===== src/rtl/wb_stage.sv =====
// wb_stage: MEM/WB pipeline register and write-back selector.
// Drives the write port of the 16-entry register file, which commits on the
// falling edge after each capture. Keeps committed/dropped write counters.
// Optional feature macro: WB_PC_WRITE_EN (allows writes to R15 and drives
// pc_load); when undefined, R15 writes are suppressed and counted as drops.
module wb_stage #(
  parameter int unsigned DATA_W = 32,
  parameter int unsigned CNT_W  = 32
) (
  input  logic              clk,
  input  logic              rst,
  input  logic              freeze,
  input  logic              flush,
  input  logic              mem_valid,
  input  logic              wb_en_in,
  input  logic              mem_r_en_in,
  input  logic [DATA_W-1:0] alu_result,
  input  logic [DATA_W-1:0] mem_result,
  input  logic [3:0]        dest_in,
  output logic [3:0]        Dest_wb,
  output logic [DATA_W-1:0] Result_WB,
  output logic              writeBackEn,
  output logic              pc_load,
  output logic [CNT_W-1:0]  wb_count,
  output logic [CNT_W-1:0]  drop_count
);

  localparam logic [3:0]       PcIdx   = 4'd15;
  localparam logic [CNT_W-1:0] CntOne  = {{(CNT_W-1){1'b0}}, 1'b1};
  localparam logic [CNT_W-1:0] CntZero = '0;

  logic [3:0]        dest_q;
  logic [DATA_W-1:0] result_q;
  logic              we_q;
  logic [CNT_W-1:0]  wb_count_q;
  logic [CNT_W-1:0]  drop_count_q;

  logic              wr;
  logic              to_pc;
  logic [DATA_W-1:0] result_d;
  logic              we_d;
  logic              drop_d;
  logic [CNT_W-1:0]  wb_count_d;
  logic [CNT_W-1:0]  drop_count_d;

`ifdef WB_PC_WRITE_EN
  logic pc_q;
  logic pc_d;
`endif

  // Next-state values for a plain load cycle (no rst/flush/freeze).
  always_comb begin
    wr       = mem_valid & wb_en_in;
    to_pc    = (dest_in == PcIdx);
    // Write-back mux sits ahead of the register so outputs are purely registered.
    result_d = mem_r_en_in ? mem_result : alu_result;
`ifdef WB_PC_WRITE_EN
    we_d     = wr;
    pc_d     = wr & to_pc;
    drop_d   = 1'b0;
`else
    // R15 is reserved: a real write to it is suppressed and counted.
    we_d     = wr & ~to_pc;
    drop_d   = wr & to_pc;
`endif
    wb_count_d   = wb_count_q + (we_d ? CntOne : CntZero);
    drop_count_d = drop_count_q + (drop_d ? CntOne : CntZero);
  end

  // Pipeline register: rst > flush > freeze > load.
  always_ff @(posedge clk) begin
    if (rst) begin
      dest_q       <= 4'd0;
      result_q     <= '0;
      we_q         <= 1'b0;
      wb_count_q   <= '0;
      drop_count_q <= '0;
    end else if (flush) begin
      // Bubble; counters are deliberately left alone.
      dest_q   <= 4'd0;
      result_q <= '0;
      we_q     <= 1'b0;
    end else if (!freeze) begin
      dest_q       <= dest_in;
      result_q     <= result_d;
      we_q         <= we_d;
      wb_count_q   <= wb_count_d;
      drop_count_q <= drop_count_d;
    end
  end

`ifdef WB_PC_WRITE_EN
  // pc_load follows the same rst/flush/freeze rules as the write enable.
  always_ff @(posedge clk) begin
    if (rst || flush) begin
      pc_q <= 1'b0;
    end else if (!freeze) begin
      pc_q <= pc_d;
    end
  end

  assign pc_load = pc_q;
`else
  assign pc_load = 1'b0;
`endif

  assign Dest_wb     = dest_q;
  assign Result_WB   = result_q;
  assign writeBackEn = we_q;
  assign wb_count    = wb_count_q;
  assign drop_count  = drop_count_q;

endmodule


===== config.mk =====
export PLATFORM = sky130hd
export DESIGN_NAME = wb_stage
export DESIGN_NICKNAME = d
export VERILOG_FILES = /design/src/rtl/wb_stage.sv
export SDC_FILE = /design/constraint.sdc
export NUM_CORES = 1
export LEC_CHECK = 0
export ABC_AREA = 1
export CAP_MARGIN = 5
export CORE_ASPECT_RATIO = 0.75
export CORE_MARGIN = 3
export CORE_UTILIZATION = 42
export DETAILED_ROUTE_END_ITERATION = 12
export HOLD_SLACK_MARGIN = 0.03
export PLACE_DENSITY_LB_ADDON = 0.25
export SLEW_MARGIN = 30
export SYNTH_ARGS = -nofsm -noshare
export SYNTH_HDL_FRONTEND = slang
export SYNTH_SLANG_ARGS = --single-unit

===== constraint.sdc =====
create_clock -name clk -period 1.6 [get_ports clk]
set_clock_uncertainty 0.1 [all_clocks]
set_input_delay 0.16 -clock clk [delete_from_list [all_inputs] [get_ports clk]]
set_output_delay 0.16 -clock clk [all_outputs]
set_load 0.05 [all_outputs]

# After elaboration in Yosys (flattened, before gate mapping)
# Index checks and enable logic that the tools add are counted.
[totals]
output_inout_bits = 102
reg_bits = 101
[op_classes]
reduce_logical = 2
n_addsub = 2
n_bitwise = 6
n_mux = 3
n_eq_ne = 1
[ops]
columns = ["operator", "n"]
rows = [
  ["32-bit by 1-bit adder with 32-bit output", 2],
  ["32-bit two-way mux", 1],
  ["4-bit == test, second input constant", 1],
  ["1-bit bitwise AND", 3],
  ["1-bit NOT", 3],
  ["1-bit two-way mux", 2],
  ["2-bit AND reduction", 1],
  ["2-bit OR reduction", 1],
]

# Depth between registers and ports, before layout
[depth]
depth_word = 5
ltp_mapped = 13

# Worst setup path before layout
# Ideal clock, no wire load.
[synth_timing]
path_type = "register to register"
from = "reg wb_count_q[0], in the netlist wb_count[0]"
to = "reg wb_count_q[24], in the netlist wb_count[24]"
stages_incl_launch_ff = 10
n_path_buf = 0
synth_period_minus_slack_ns = 2.073
t_arrival_ns = 1.856
path_slack_ns = -0.473
path_cell_list = "dfxtp_1 ha_1 ha_1 nand3_2 nor2_4 nand3_1 nor2_1 nand3_1 nand2_1 nor2_1"
[synth_via]
elab_chain_len = 1
[synth_rtl]
columns = ["element", "line_no", "source"]
rows = [
  ["from (decl)", "35", "logic [CNT_W-1:0] wb_count_q;"],
  ["from (signal assigned)", "87", "wb_count_q <= wb_count_d;"],
  ["32-bit by 1-bit adder with 32-bit output", "66", "wb_count_d = wb_count_q + (we_d ? CntOne : CntZero);"],
]
# No other way between the ends.
# A chain may end at the register's enable or synchronous reset.

# Worst setup path in the final report
[layout_timing]
from = "reg wb_count_q[0], in the netlist wb_count[0]"
to = "reg wb_count_q[26], in the netlist wb_count[26]"
# The elaborated chain is that of the path after synthesis.

==> flow_summary.json <==
{
  "status": "complete, but fails checks",
  "violations": "negative setup slack",
  "synth-seq-cells": 101,
  "crit_arrival_ns": 1.84,
  "power_density_nw_per_um2": 716,
  "pre_cts_slack_ns": -0.678,
  "peakVddDrop_mv": 0.527,
  "leakage_nw": 3.65,
  "drc": 0,
  "path_depth": 10,
  "finalCriticalPeriod_ns": 1.65,
  "final_util": 0.647,
  "ys_warn_count": 0,
  "ys_types": 34,
  "grt_overflow": 0,
  "post-route-period-util": 1.03,
  "cp-end-kind": "flip-flop",
  "synth_most_common_cell": "nor2_1",
  "cts_buffer_depth": 2,
  "clock-sinks": 101,
  "synth_enable_flop_cells": 0,
  "slowest_stage": "dfxtp_4",
  "dr.pass1.iters": 5,
  "fin_tns_setup_ns": -0.148,
  "r2r_slack_ns": -0.05,
  "r2r_start": "wb_count[0]$_SDFFE_PP0P_",
  "wl_um": 15800,
  "wire_per_inst_um": 13.5,
  "maxSlewHeadroom": 0.545,
  "crit_chain": "ha_4 -> ha_4 -> nand3_4 -> nor2_4 -> nand2_4 -> nor2_4 -> nand3_2 -> nand2_1 -> inv_1 -> nor2_1",
  "synth_area_um2": 5360,
  "setup_viol": 8,
  "maxCapViolations": 0,
  "drive_above_1_share": 0.308,
  "yosysTopAreaCellShare": 0.377,
  "nets": 1081,
  "cts_tree": "built",
  "reg2regPathDepth": 10,
  "critical_path_buf_inv_count": 1,
  "grt_max_degree": 39,
  "coreArea_um2": 12400,
  "cp_top_family": "simple AND/OR/NAND/NOR gates",
  "cts-root-buf": "clkbuf_16",
  "async_reset_ff_frac": 0,
  "hp-class": "in -> reg",
  "max_freq_mhz": 605,
  "htreeDepth": 3,
  "die_area_um2": 14200,
  "num_rows": 35,
  "clkTransAtPathRegs_ns": 0.07,
  "gp_congestion": 0.871,
  "synth_common_cells": "nor2_1, nand2_1, inv_1",
  "startpoint_type": "flip-flop",
  "antenna_found_initial": 0,
  "syn-num-nets": 868,
  "antenna_cells": 0,
  "io_buffers": 175,
  "cp_slowest_stage_delay_ns": 0.36,
  "cts_made_buffers": 9,
  "rsz0062_at_grt": "yes",
  "yosysSeqAreaShare": 0.377,
  "yosys.area.top_type": "dfxtp_1",
  "final_cells": 1172,
  "pin_count": 177,
  "vias": 5637,
  "via_per_inst": 4.81,
  "fp.dieH_um": 104,
  "dp.cells": 1145,
  "die_w_um": 136,
  "drt_first_iter_violations": 468,
  "ys.flop_type": "dfxtp_1",
  "grt_first_pass_wirelength_um": 25500,
  "grtUsageTotal": 0.220,
  "grt_pass1_vias": 5171,
  "worstMarginPinSlew_ns": 0.677,
  "syn_inst": 788,
  "syn_avg_cell_area_um2": 6.81,
  "path_class": "reg -> reg",
  "netlist_top_cells_area": "dfxtp_1, nor2_1, nand2_1",
  "crit_start": "wb_count[0]$_SDFFE_PP0P_",
  "hpwl_um": 11900,
  "finalPower_mw": 5.74,
  "start_util": 0.433,
  "worstPathRequired_ns": 1.79,
  "crit_fanout": 5,
  "clk_latency_ns": 0.34,
  "final_max_slew_viol_count": 0,
  "r2r_end": "wb_count[26]$_SDFFE_PP0P_",
  "area_delta_synth_final_pct": 49.5,
  "hold_violations": 0,
  "postRouteAntennaNets": 0,
  "setup_ws_ns": -0.0523,
  "hold_path_depth": 4,
  "crit_end": "wb_count[26]$_SDFFE_PP0P_"
}
cells by family after synthesis:
| logic type | share of synthesized area |
|---|---|
| simple gates | 0.350 |
| fa+ha+maj | 0.0117 |
| flops | 0.377 |
| compound gates | 0.0749 |
| other cells | 0.000699 |
| mux | 0.0672 |
| buf+inv | 0.102 |
| xor+xnor | 0.0163 |
worst reg2reg max path: stages, from the launching register on:
cell     delay (ns)
dfxtp_4        0.36
ha_4           0.15
ha_4           0.15
nand3_4        0.08
nor2_4         0.19
nand2_4        0.09
nor2_4         0.17
nand3_2        0.09
nand2_1        0.11
inv_1          0.04
nor2_1         0.08
flip-flops by register name (all words and copies together) (netlist names):
signal,flops
Result_WB,32
writeBackEn,1
drop_count,32
wb_count,32
Dest_wb,4
report_power, final:
part	switching (mW)	total (mW)	internal, mW
Sequential	0.0271	2.58	2.55
Combinational	0.400	0.766	0.365
Clock	0.981	2.39	1.41
Total	1.41	5.74	4.33
what timing repair did:
action | 4_1_cts | 5_1_grt
hold buffers | 0 | 1
resized for setup | 20 | 43
setup endpoints to repair | 54 | 37
pin swaps | 10 | 26
endpoints found under the hold margin | 0 | 1
buffers inserted | 2 | 8
metal layers:
layer,vias to the layer above,global-route usage,wire (µm)
met3,20,0.0421,874
met2,173,0.346,7280
met4,0,0.0554,258
li1,2892,-,-
met5,-,0,0
met1,2552,0.310,7430
cells in the final DEF (no fill, tap or decap), types with 3 or more instances in the layout:
master and count:
dfxtp_1 57, dfxtp_2 41, a31oi_1 3, xnor2_1 5, nand2_4 4, o21ai_1 5
nand2_2 4, nand4_1 13, buf_6 4, nor3_1 15, nand3_2 10, nand3_1 35
xor2_1 5, nor2_1 162, buf_4 144, ha_4 4, mux2_2 24, inv_1 105
o21ai_0 44, a21oi_1 25, nor2_4 13, inv_2 6, mux2_1 8, clkdlybuf4s50_1 68
clkbuf_16 9, buf_12 8, nand2_1 135, nor2_2 21, nor3_2 3, dfxtp_4 3
worst min path at each step:
| stage | startpoint | to | slack [ns] |
|---|---|---|---|
| 2_1_floorplan | dest_in[0] | Dest_wb[0]$_SDFFE_PP0N_ | 0.20 |
| 3_3_place_gp | drop_count[4]$_SDFFE_PP0P_ | drop_count[4]$_SDFFE_PP0P_ | 0.35 |
| 3_5_place_dp | drop_count[4]$_SDFFE_PP0P_ | drop_count[4]$_SDFFE_PP0P_ | 0.35 |
| 4_1_cts | dest_in[3] | Dest_wb[3]$_SDFFE_PP0N_ | 0.05 |
| 5_1_grt | dest_in[1] | Dest_wb[1]$_SDFFE_PP0N_ | 0.09 |
| 6_report | dest_in[2] | Dest_wb[2]$_SDFFE_PP0N_ | 0.08 |
per-stage QoR:
| stage | cell area (µm²) | hold WS (ns) |
|---|---|---|
| floorplan | 5470 | 0.204 |
| global placement | 7450 | 0.348 |
| detailed placement | 7450 | 0.352 |
| CTS | 7820 | 0.0504 |
| global route | 8020 | 0.0858 |
| finish | 8020 | 0.0806 |
final cells by class:
cell class              count  area, µm²
clock buffers              10        239
clock inverters             6       86.3
fillers                  1097       4380
inverters                 112        420
multi-input cells         550       2990
flip-flops and latches    101       2080
well taps                 166        208
repair buffers            227       1990
Note: power is estimated with default switching activity, not from simulation.
